$ cat src/rtl/matrix_pkg.sv
// rtl/matrix_pkg.sv - shared types and index-width helper for the matrix loader path
package matrix_pkg;

  typedef enum logic {
    FILL = 1'b0,
    FULL = 1'b1
  } load_state_t;

  // Index width for a DIM-long walk; never narrower than one bit.
  function automatic int idx_w(input int dim);
    return (dim > 2) ? $clog2(dim) : 1;
  endfunction

endpackage

$ cat src/rtl/mat_index_counter.sv
// rtl/mat_index_counter.sv - row-major (row, col) walk over a DIM x DIM grid
module mat_index_counter
  import matrix_pkg::*;
#(
  parameter  int DIM = 4,
  localparam int IW  = idx_w(DIM)
) (
  input  logic          clk_i,
  input  logic          reset_n_i,
  input  logic          inc_i,
  input  logic          clr_i,
  output logic [IW-1:0] row_o,
  output logic [IW-1:0] col_o,
  output logic          at_last_o
);

  localparam logic [IW-1:0] LAST = IW'(DIM - 1);

  logic [IW-1:0] row_q, row_d;
  logic [IW-1:0] col_q, col_d;

  always_ff @(posedge clk_i or negedge reset_n_i) begin
    if (!reset_n_i) begin
      row_q <= '0;
      col_q <= '0;
    end else begin
      row_q <= row_d;
      col_q <= col_d;
    end
  end

  // Wrap explicitly at DIM-1 so non-power-of-two DIM never overruns.
  always_comb begin
    row_d = row_q;
    col_d = col_q;
    if (clr_i) begin
      row_d = '0;
      col_d = '0;
    end else if (inc_i) begin
      if (col_q == LAST) begin
        col_d = '0;
        row_d = (row_q == LAST) ? '0 : row_q + 1'b1;
      end else begin
        col_d = col_q + 1'b1;
      end
    end
  end

  assign row_o     = row_q;
  assign col_o     = col_q;
  assign at_last_o = (row_q == LAST) && (col_q == LAST);

endmodule

$ cat src/rtl/matrix_loader.sv
// rtl/matrix_loader.sv - streams elements into a DIM x DIM operand matrix and holds it until released
// Optional build macro MATRIX_LOADER_TRANSPOSE_EN stores each element at mat[col][row].
module matrix_loader
  import matrix_pkg::*;
#(
  parameter  int DIM   = 4,
  parameter  int WIDTH = 8,
  localparam int IW    = idx_w(DIM)
) (
  input  logic                                clk_i,
  input  logic                                reset_n_i,
  input  logic                                s_valid_i,
  output logic                                s_ready_o,
  input  logic [WIDTH-1:0]                    s_data_i,
  input  logic                                s_last_i,
  output logic [DIM-1:0][DIM-1:0][WIDTH-1:0]  mat_o,
  output logic                                mat_valid_o,
  input  logic                                mat_release_i,
  output logic                                err_last_o
);

  load_state_t state_q, state_d;

  logic [DIM-1:0][DIM-1:0][WIDTH-1:0] mat_q, mat_d;
  logic                               err_q, err_d;

  logic          accept;
  logic          release_hit;
  logic          at_last;
  logic [IW-1:0] row, col;
  logic [IW-1:0] wr_row, wr_col;

  assign accept      = s_valid_i && (state_q == FILL);
  assign release_hit = mat_release_i && (state_q == FULL);

  mat_index_counter #(.DIM(DIM)) u_idx (
    .clk_i     (clk_i),
    .reset_n_i (reset_n_i),
    .inc_i     (accept),
    .clr_i     (release_hit),
    .row_o     (row),
    .col_o     (col),
    .at_last_o (at_last)
  );

`ifdef MATRIX_LOADER_TRANSPOSE_EN
  assign wr_row = col;
  assign wr_col = row;
`else
  assign wr_row = row;
  assign wr_col = col;
`endif

  always_ff @(posedge clk_i or negedge reset_n_i) begin
    if (!reset_n_i) begin
      state_q <= FILL;
      mat_q   <= '0;
      err_q   <= 1'b0;
    end else begin
      state_q <= state_d;
      mat_q   <= mat_d;
      err_q   <= err_d;
    end
  end

  always_comb begin
    state_d = state_q;
    case (state_q)
      FILL:    if (accept && at_last) state_d = FULL;
      FULL:    if (mat_release_i)     state_d = FILL;
      default: state_d = FILL;
    endcase
  end

  // Contents survive a release; the next fill simply overwrites them.
  always_comb begin
    mat_d = mat_q;
    err_d = err_q;
    if (accept) begin
      mat_d[wr_row][wr_col] = s_data_i;
      if (s_last_i != at_last) err_d = 1'b1;
    end
  end

  always_comb begin
    s_ready_o   = (state_q == FILL);
    mat_valid_o = (state_q == FULL);
  end

  assign mat_o      = mat_q;
  assign err_last_o = err_q;

endmodule
$ cat config.mk
export PLATFORM = sky130hd
export DESIGN_NAME = matrix_loader
export DESIGN_NICKNAME = d
export VERILOG_FILES = /design/src/rtl/matrix_pkg.sv /design/src/rtl/mat_index_counter.sv /design/src/rtl/matrix_loader.sv
export SDC_FILE = /design/constraint.sdc
export NUM_CORES = 1
export LEC_CHECK = 0
export ABC_AREA = 1
export BUFFER_PORTS_ARGS = -buffer_cell sky130_fd_sc_hd__buf_2
export CORE_MARGIN = 1
export CORE_UTILIZATION = 30
export CTS_BUF_LIST = sky130_fd_sc_hd__clkbuf_2
export CTS_CLUSTER_SIZE = 12
export DETAILED_ROUTE_END_ITERATION = 7
export HOLD_SLACK_MARGIN = 0.02
export SYNTH_ARGS = -nofsm -noshare
export SYNTH_HDL_FRONTEND = slang
export SYNTH_HIERARCHICAL = 1
export SYNTH_SLANG_ARGS = --single-unit
$ cat constraint.sdc
create_clock -name clk_i -period 3.8 [get_ports clk_i]
set_clock_uncertainty 0.2 [all_clocks]
set_input_delay 0.38 -clock clk_i [delete_from_list [all_inputs] [get_ports clk_i]]
set_output_delay 0.38 -clock clk_i [all_outputs]
set_load 0.02 [all_outputs]
# [Word level (Yosys, flattened, before mapping)]
# Cells that the tools add are included.
# W data, S select, Z words.
[word_totals] in_bits=13 elab_cells=55 latch_bits=0 output_inout_bits=131 memories=0 rom_bits=0 mem_bits_rw=0 regBits=134
[op_classes] eq_ne=3 n_mux=15 n_bitwise=1 reduce_logical=10 magnitude_cmp=4 n_addsub=2 n_div=0 n_shift=0 n_mul=0
[op_table] cell="$bwmux W128" n=1
[op_table] cell="$demux W32 S2" n=1
[op_table] cell="$mux W32" n=1
[op_table] cell="$demux W8 S2" n=1
[op_table] cell="$mux W2" n=7
[op_table] cell="$mux W8" n=1
[op_table] cell="$logic_and A1 B1 Y1" n=6
[op_table] cell="$lt A2 B3 Y1 const B" n=2
[op_table] cell="$add A2 B1 Y2 const B" n=2
[op_table] cell="$eq A2 B2 Y1 const B" n=2
[op_table] cell="$ge A2 B1 Y1 const B" n=2
[op_table] cell="$reduce_and A2 Y1" n=2
[op_table] cell="$reduce_bool A2 Y1" n=2
[op_table] cell="$mux W1" n=2
[op_table] cell="$pmux W1 S2" n=1
[op_table] cell="$ne A1 B1 Y1" n=1
[op_table] cell="$not A1 Y1" n=1

# [Longest topological paths before layout]
# Gate-level depths: netlist of run 1.
[logic_depth] word_depth=7 mapped_depth=7 ltp_nobuf=6

# [Cells and area by module]
# Netlist of run 1, hierarchy kept.
[modules_own_cells] module="matrix_loader" cells_per_inst=602 n_inst=1 seq_area_each_um2=3253.1 area_per_inst_um2=5251.3
[modules_own_cells] module="mat_index_counter" cells_per_inst=26 n_inst=1 seq_area_each_um2=100.1 area_per_inst_um2=215.2

# [Worst setup path before layout of run 1]
# Ideal clock, no wire load.
[synth_path] kind="register to register" startpoint="reg state_q, in the netlist mat_valid_o" endpoint="reg mat_q (netlist bit mat_o[15])" path_buffers=1 arrival_time_ns=1.380 slack_ns=2.154 required_ns=3.534 setup_ns=0.066 synth_period_minus_slack_ns=1.646 stages_incl_launch_ff=7 cell_sequence="dfrtp_1 inv_1 nand2_1 nor2_1 buf_2 nand3_1 nand2_1"
[synth_via] elab_chain_cells=2
[synth_lines] item="from (decl)" line="matrix_loader.sv:22" rtl="load_state_t state_q, state_d;"
[synth_lines] item="from (signal assigned)" line="matrix_loader.sv:60" rtl="state_q <= state_d;"
[synth_lines] item="$not A1 Y1"
[synth_lines] item="net s_ready_o" line="matrix_loader.sv:13" rtl="output logic s_ready_o,"
[synth_lines] item="$logic_and A1 B1 Y1" line="matrix_loader.sv:33" rtl="assign accept = s_valid_i && (state_q == FILL);"
[synth_lines] item="to (signal assigned)" line="matrix_loader.sv:61" rtl="mat_q <= mat_d;"
[synth_lines] item="to (decl)" line="matrix_loader.sv:24" rtl="logic [DIM-1:0][DIM-1:0][WIDTH-1:0] mat_q, mat_d;"
# The timed path passes the listed nets, and every way through them passes these cells.
# A chain may end at the register's enable or synchronous reset.

# [Worst setup path after layout of run 1]
[layout_path] startpoint="reg u_idx.row_q[1], in the netlist u_idx/row_o[1]" endpoint="reg mat_q (netlist bit mat_o[94])"
[layout_via] elab_chain_cells=5 elab_cells_between_ends=6 cone_classes="2 x order compare; 3 x mux; 1 x reduce/logical"
[layout_lines] item="from (decl)" line="mat_index_counter.sv:19" rtl="logic [IW-1:0] row_q, row_d;"
[layout_lines] item="from (signal assigned)" line="mat_index_counter.sv:27" rtl="row_q <= row_d;"
[layout_lines] item="$lt A2 B3 Y1 (not written as such) / $ge A2 B1 Y1 (equally long branches)" line="matrix_loader.sv:80" rtl="mat_d[wr_row][wr_col] = s_data_i;"
[layout_lines] item="$logic_and A1 B1 Y1 (not written as such)" line="matrix_loader.sv:80"
[layout_lines] item="$mux W32 (not written as such)" line="matrix_loader.sv:80"
[layout_lines] item="$demux W32 S2 (*)" line="matrix_loader.sv:80"
[layout_lines] item="$bwmux W128 (*)" line="matrix_loader.sv:80"
# Mark *: on every way between the ends. The rest lies on a longest branch, timed or not.

==> results.py, run 1 <==
metrics = {
    "outcome": {
        "run_status": "complete, no violations",
    },
    "route": {
        "drt_drc_violations_left": 0,
        "route.final.wire_length_mm": 17.2,
        "antenna_viol_nets_final": 0,
        "viasPerCell": 4.75,
        "total_number_of_vias": 4806,
        "avgRoutedWirePerCell_um": 17.0,
        "first_pass_iters": 4,
        "detail_route.iter0.violations": 319,
    },
    "grt": {
        "number_of_antenna_violations_at_the_first_check_in_global_routing": 0,
        "maximum_number_of_pins_on_one_net_before_global_route_repair": 71,
        "globalRoute.totalOverflow": 0,
        "grt_first_pass_wirelength_mm": 26.5,
        "grt_pass1_vias": 4488,
        "grt_usage_pct": 19.2,
    },
    "critical_path": {
        "critical_path.endpoint_type": "flip-flop",
        "critPathRequiredTime_ps": 4200,
        "slowest_stage_cell_on_the_critical_path": "nor2_2",
        "critical-path-top-cell-by-count": "nand2_1",
        "worst_setup_path_start_kind": "flip-flop",
        "worst_setup_path_startpoint": "u_idx/row_o[1]",
        "path_class": "flip-flop to flip-flop",
        "startpoint_of_the_worst_register_to_register_path": "u_idx/row_o[1]",
        "crit_buf_inv": 1,
        "critical_path.cell_chain": "inv_1 > nor2_2 > nand3_1 > nand2_1 > nand2_1",
        "crit_family": "simple AND/OR/NAND/NOR gates",
        "max_stage_delay_ps": 730,
        "timing.critical_path.arrival_ps": 2790,
        "critical_path.max_fanout": 21,
    },
    "sta": {
        "final_period_minus_worst_setup_slack_ps": 2390,
        "setup_viol_count_final": 0,
        "finalMaxSlewViolations": 0,
        "timing_hold_violations_final": 0,
        "final.setup.tns_ps": 0,
        "timing.fmax_ghz": 0.419,
        "slew_limit_headroom_pct": 35.2,
        "unrepaired_setup_endpoints_after_global_routing": "false",
        "timing_worst_slew_pin_value_ps": 971,
        "finalCritPeriodShare_pct": 62.8,
    },
    "synth": {
        "mappedNetlistArea_mm2": 0.00547,
        "synth_seq_cells": 134,
        "seq_area_frac_synth_pct": 61.3,
        "post_synth.cell_area_avg_um2": 8.70,
        "most_numerous_cell_in_the_yosys_netlist": "nand2_1",
        "asyncSetResetFlopFracSynth_pct": 100,
        "top_post_synthesis_cells_by_count": "nand2_1, nand3_1, dfrtp_1",
        "postSynthCellCount": 628,
        "syn_nets": 643,
        "synth_warnings": 6,
        "number_of_enable_flip_flop_cells_after_synthesis": 0,
        "post-synth-top-area-cell": "dfrtp_1",
        "synth_top_flop_cell": "dfrtp_1",
        "synth.distinct_cells": 18,
        "ys_top_cells_by_area": "dfrtp_1, nand2_1, nand3_1, buf_2, clkbuf_1",
        "synth_top_area_share_pct": 61.3,
    },
    "min_path": {
        "hp_class": "input port to flip-flop",
        "worst_min_delay_path_startpoint": "s_last_i",
    },
    "layout": {
        "number_of_antenna_diodes": 0,
        "design.final.nets": 788,
        "area_growth_syn_to_layout_pct": 23.0,
        "drive_above_1_share_pct": 24.4,
    },
    "power": {
        "power_density_mw_per_mm2": 824,
        "p_int_uw": 2870,
        "irDropWorstVdd_mv": 0.376,
        "p_clk_share_pct": 12.9,
        "total_power_uw": 5540,
        "switching_power_uw": 2660,
        "netSwitchingFraction_pct": 48.1,
        "pwr-share-comb_pct": 44.7,
        "leakage_uw": 0.00391,
        "seqPwrFrac_pct": 42.5,
    },
    "clock_tree": {
        "cts-root-to-sink-buffers": 2,
        "cts-buffers-inserted": 17,
        "cts_h_tree_lvls": 4,
        "root_buffer": "clkbuf_2",
        "cts_sinks": 134,
        "clock_tree_from_tritoncts": "built",
        "clkSlewWorstSetupHoldPaths_ps": 210,
        "clk_latency_ps": 710,
        "cts.repair.resized": 0,
        "post_cts.repair.setup_buffers": 0,
    },
    "place": {
        "dp.final_hpwl_mm": 10.7,
        "place_congestion": 0.734,
        "port_buffers": 143,
    },
    "floorplanning": {
        "initial_core_util_pct": 31.2,
        "io-pin-count": 144,
        "die_extent_in_x_um": 137,
        "design.core.area_mm2": 0.0175,
        "design.die.area_mm2": 0.0188,
        "die_height_um": 137,
        "std_cell_rows": 48,
    },
    "run": {
        "maxCapViolations": 0,
    },
}
[final timing paths]
| path | slack, ps | endpoint | cells after the start |
|---|---|---|---|
| worst max-delay path | 1410 | mat_o[94] | 5 |
| worst min-delay path | 270 | err_last_o | 4 |
| worst max register to register | 1410 | mat_o[94] | 5 |
| worst min register to register | 290 | mat_o[113] | 2 |
| max in group asynchronous | 2510 | mat_o[34] | 4 |
| min in group asynchronous | 530 | mat_o[90] | 4 |
[power groups by stage]
stage | Combinational (µW) | Sequential (µW) | Clock [µW]
after floorplan | 880 | 3010 | 0
after global placement | 2440 | 2380 | 0
after detailed placement | 2480 | 2370 | 0
after CTS | 2500 | 2350 | 740
after global routing | 2730 | 2420 | 813
final | 2470 | 2350 | 712
[sequential cells by signal, indices dropped and copies added, names as in the netlist]
signal       count
u_idx/col_o      2
err_last_o       1
mat_o          128
mat_valid_o      1
u_idx/row_o      2
[layout by cell type, fill, tap and decap left out]
cell type / count
o21bai_1: 1
inv_2: 1
nor2_1: 5
clkinv_1: 5
clkinvlp_4: 3
nor2_2: 8
ha_1: 2
clkinv_2: 5
dfrtp_1: 134
nand3_1: 152
clkbuf_2: 17
inv_6: 2
buf_16: 1
inv_1: 10
buf_6: 1
xnor2_1: 1
nand2_1: 269
buf_2: 142
nand2_2: 1
inv_4: 1
dlygate4sd3_1: 14
clkinv_4: 1
a21oi_1: 1
buf_4: 8
buf_12: 1
[worst register-to-register path: stages, from the launching register on]
cell and delay [ps]:
dfrtp_1 510, inv_1 80, nor2_2 730, nand3_1 530
nand2_1 160, nand2_1 70
[layer usage]
metal / routed length [µm] / vias up / track usage [%]
li1: - / 2305 / -
met1: 7940 / 2314 / 26.4
met2: 7920 / 170 / 29.6
met3: 1180 / 17 / 5.15
met4: 187 / 0 / 5.07
met5: 0 / - / 0
[what timing repair did]
action,CTS,global route
hold endpoints to repair,268,0
hold buffers,15,0
setup endpoints to repair,0,0
[cell families (layout without fill, tap and decap cells)]
family	count (synthesis)	after routing	share of synthesized area (%)
buf+inv	54	212	4.23
compound gates	2	2	0.229
fa+ha+maj	2	2	0.458
simple gates	435	435	33.6
flops	134	134	61.3
xor+xnor	1	1	0.160
[stage by stage]
stage | area [µm²] | cells | setup slack, ps | utilization [%] | hold WS (ps)
after detailed placement | 6380 | 964 | 1440 | 36.4 | 223
after global placement | 6380 | 964 | 1440 | 36.4 | 223
final | 6720 | 1011 | 1410 | 38.3 | 273
after floorplan | 5470 | 628 | 2150 | - | -116
after global routing | 6720 | 1011 | 1200 | 38.3 | 218
after CTS | 6720 | 1011 | 1410 | 38.3 | 196
[area by class of cell]
type                       instances  area (µm²)
timing repair buffer             167         970
multi-input combinational        440        1890
fill                            1816       10800
clock inverter                    15        88.8
sequential                       134        3350
inverter                          13        51.3
clock buffer                      17        85.1
tap                              225         282
No activity file was read; power rests on OpenSTA's default activity.
==> run 2: changes to the inputs <==
Clock period 3.8 ns to 2.3 ns, I/O delays scaled along.
==> run 2 against run 1 <==
- critical path depth increased by 1
- combinational power up 66%
- first-iteration DRC count down 2.8%
- hold slack worse by 150 ps
- design area up 2.8%
- register-to-register slack worse by 1000 ps
- clock power grew to 2.6 times the previous value
- sequential power increased by 67%
- global-route usage grew 0.089 points
- die area unchanged
==> results.py, run 2 (same netlist as run 1, synthesis figures left out) <==
metrics = {
    "sta": {
        "fin_hold_ws_ps": 124,
        "final_period_minus_worst_setup_slack_ps": 1910,
        "slew_limit_headroom_pct": 59.7,
        "timing.fmax_ghz": 0.524,
        "timing_worst_slew_pin_value_ps": 605,
        "setup_viol_count_final": 0,
        "final.setup.tns_ps": 0,
        "finalCritPeriodShare_pct": 83.0,
        "timing_hold_violations_final": 0,
        "finalMaxSlewViolations": 0,
        "unrepaired_setup_endpoints_after_global_routing": "false",
    },
    "layout": {
        "n_fill_cell": 1803,
        "layout.cells.most_common_list": "nand2_1, nand3_1, buf_2, dfrtp_1, clkbuf_2",
        "drive_above_1_share_pct": 25.0,
        "layout_commonest_cell": "nand2_1",
        "number_of_antenna_diodes": 0,
        "multiInputGateArea_mm2": 0.00189,
        "area_growth_syn_to_layout_pct": 26.5,
        "largest_reg_flops": 128,
        "layout.cell_area.non_filler_mm2": 0.00691,
        "design.final.nets": 795,
        "seqCellArea_mm2": 0.00335,
    },
    "outcome": {
        "run_status": "complete, no violations",
    },
    "grt": {
        "grt_usage_pct": 19.3,
        "number_of_antenna_violations_at_the_first_check_in_global_routing": 0,
        "grt_first_pass_wirelength_mm": 26.5,
        "maximum_number_of_pins_on_one_net_before_global_route_repair": 62,
        "globalRoute.totalOverflow": 0,
        "grt_pass1_vias": 4589,
    },
    "critical_path": {
        "worst_setup_path_startpoint": "u_idx/col_o[0]",
        "crit_family": "buffers and inverters",
        "critical_path.endpoint_type": "flip-flop",
        "slowest_stage_cell_on_the_critical_path": "dlygate4sd3_1",
        "timing.critical_path.arrival_ps": 2390,
        "worst_setup_path_start_kind": "flip-flop",
        "path_class": "flip-flop to flip-flop",
        "critical_path.max_fanout": 8,
        "max_stage_delay_ps": 560,
        "critPathRequiredTime_ps": 2780,
        "critical_path.cell_chain": "ha_1 > nand2_1 > inv_1 > nand2_1 > a21oi_1 > dlygate4sd3_1",
        "crit_buf_inv": 2,
        "startpoint_of_the_worst_register_to_register_path": "u_idx/col_o[0]",
        "critical-path-top-cell-by-count": "nand2_1",
    },
    "route": {
        "wl_met1_mm": 7.95,
        "viasPerCell": 4.82,
        "drt_drc_violations_left": 0,
        "detail_route.iter0.violations": 310,
        "topRoutingLayerUsed": "met4",
        "avgRoutedWirePerCell_um": 17.1,
        "first_pass_iters": 5,
        "detailroute.wirelength.met2_mm": 8.11,
        "total_number_of_vias": 4904,
        "antenna_viol_nets_final": 0,
        "detailroute.wirelength.met3_mm": 1.12,
        "route.final.wire_length_mm": 17.4,
    },
    "run": {
        "maxCapViolations": 0,
    },
    "clock_tree": {
        "cts_sinks": 134,
        "hold_buffers": 15,
        "cts-buffers-inserted": 17,
        "clock_tree_from_tritoncts": "built",
        "clk_latency_ps": 720,
        "root_buffer": "clkbuf_2",
        "cts.repair.resized": 0,
        "clkSlewWorstSetupHoldPaths_ps": 210,
        "post_cts.repair.setup_buffers": 0,
        "cts_h_tree_lvls": 4,
        "cts-root-to-sink-buffers": 2,
    },
    "floorplanning": {
        "initial_core_util_pct": 31.2,
        "io-pin-count": 144,
        "die_extent_in_x_um": 137,
        "die_height_um": 137,
        "design.die.area_mm2": 0.0188,
        "std_cell_rows": 48,
        "design.core.area_mm2": 0.0175,
    },
    "power": {
        "irDropWorstVdd_mv": 0.614,
        "power_density_mw_per_mm2": 1430,
        "leakage_uw": 0.00401,
        "total_power_uw": 9850,
    },
    "place": {
        "place_congestion": 0.761,
        "dp.final_hpwl_mm": 11.2,
        "port_buffers": 143,
        "placedInstanceArea_mm2": 0.00644,
    },
    "min_path": {
        "worst_min_delay_path_startpoint": "s_last_i",
        "hp_class": "input port to flip-flop",
    },
}
==> run 2: cell count changes in the layout (fill, tap and decap cells not counted), moves of 2 or more <==
cell       before  now
buf_4           8   14
bufinv_16       0    6
clkinv_2        5    0
clkinv_4        1    3
inv_6           2    0
==> run 2: worst reg2reg max path: stages, from the launching register on <==
cell and delay [ps]:
dfrtp_1 530, ha_1 260, nand2_1 80, inv_1 90, nand2_1 60, a21oi_1 120
dlygate4sd3_1 560
==> run 2: worst paths after layout <==
kind | depth (start not counted) | slack [ps] | end
min in group asynchronous | 3 | 350 | mat_o[115]
min | 4 | 120 | err_last_o
min reg2reg | 2 | 290 | mat_o[127]
max reg2reg | 6 | 390 | mat_valid_o
max in group asynchronous | 4 | 860 | mat_o[70]
max | 6 | 390 | mat_valid_o
==> run 2: metal layers <==
layer | track usage (%) | up-vias
met4 | 5.56 | 0
met2 | 29.5 | 172
met1 | 26.7 | 2393
met5 | 0 | -
li1 | - | 2324
met3 | 5.04 | 15
==> run 2: area by class of cell <==
class / count / share of cell area, %
Multi-Input combinational cell: 440 / 27.4
Timing Repair Buffer: 174 / 14.7
Clock buffer: 17 / 1.23
Sequential cell: 134 / 48.5
Tap cell: 225 / 4.07
Clock inverter: 14 / 3.37
Inverter: 13 / 0.742
==> run 2: per-stage QoR <==
stage / worst slack [ps] / std cells / utilization (%)
3_5_place_dp: 477 / 971 / 36.8
6_report: 390 / 1017 / 39.4
3_3_place_gp: 421 / 971 / 36.8
2_1_floorplan: 654 / 628 / -
4_1_cts: 340 / 1017 / 39.4
5_1_grt: 233 / 1017 / 39.4
==> run 2: power by group <==
part / total, µW / switching, µW / internal [µW]
logic: 4100 / 2850 / 1250
registers: 3920 / 639 / 3280
clock network: 1830 / 911 / 919
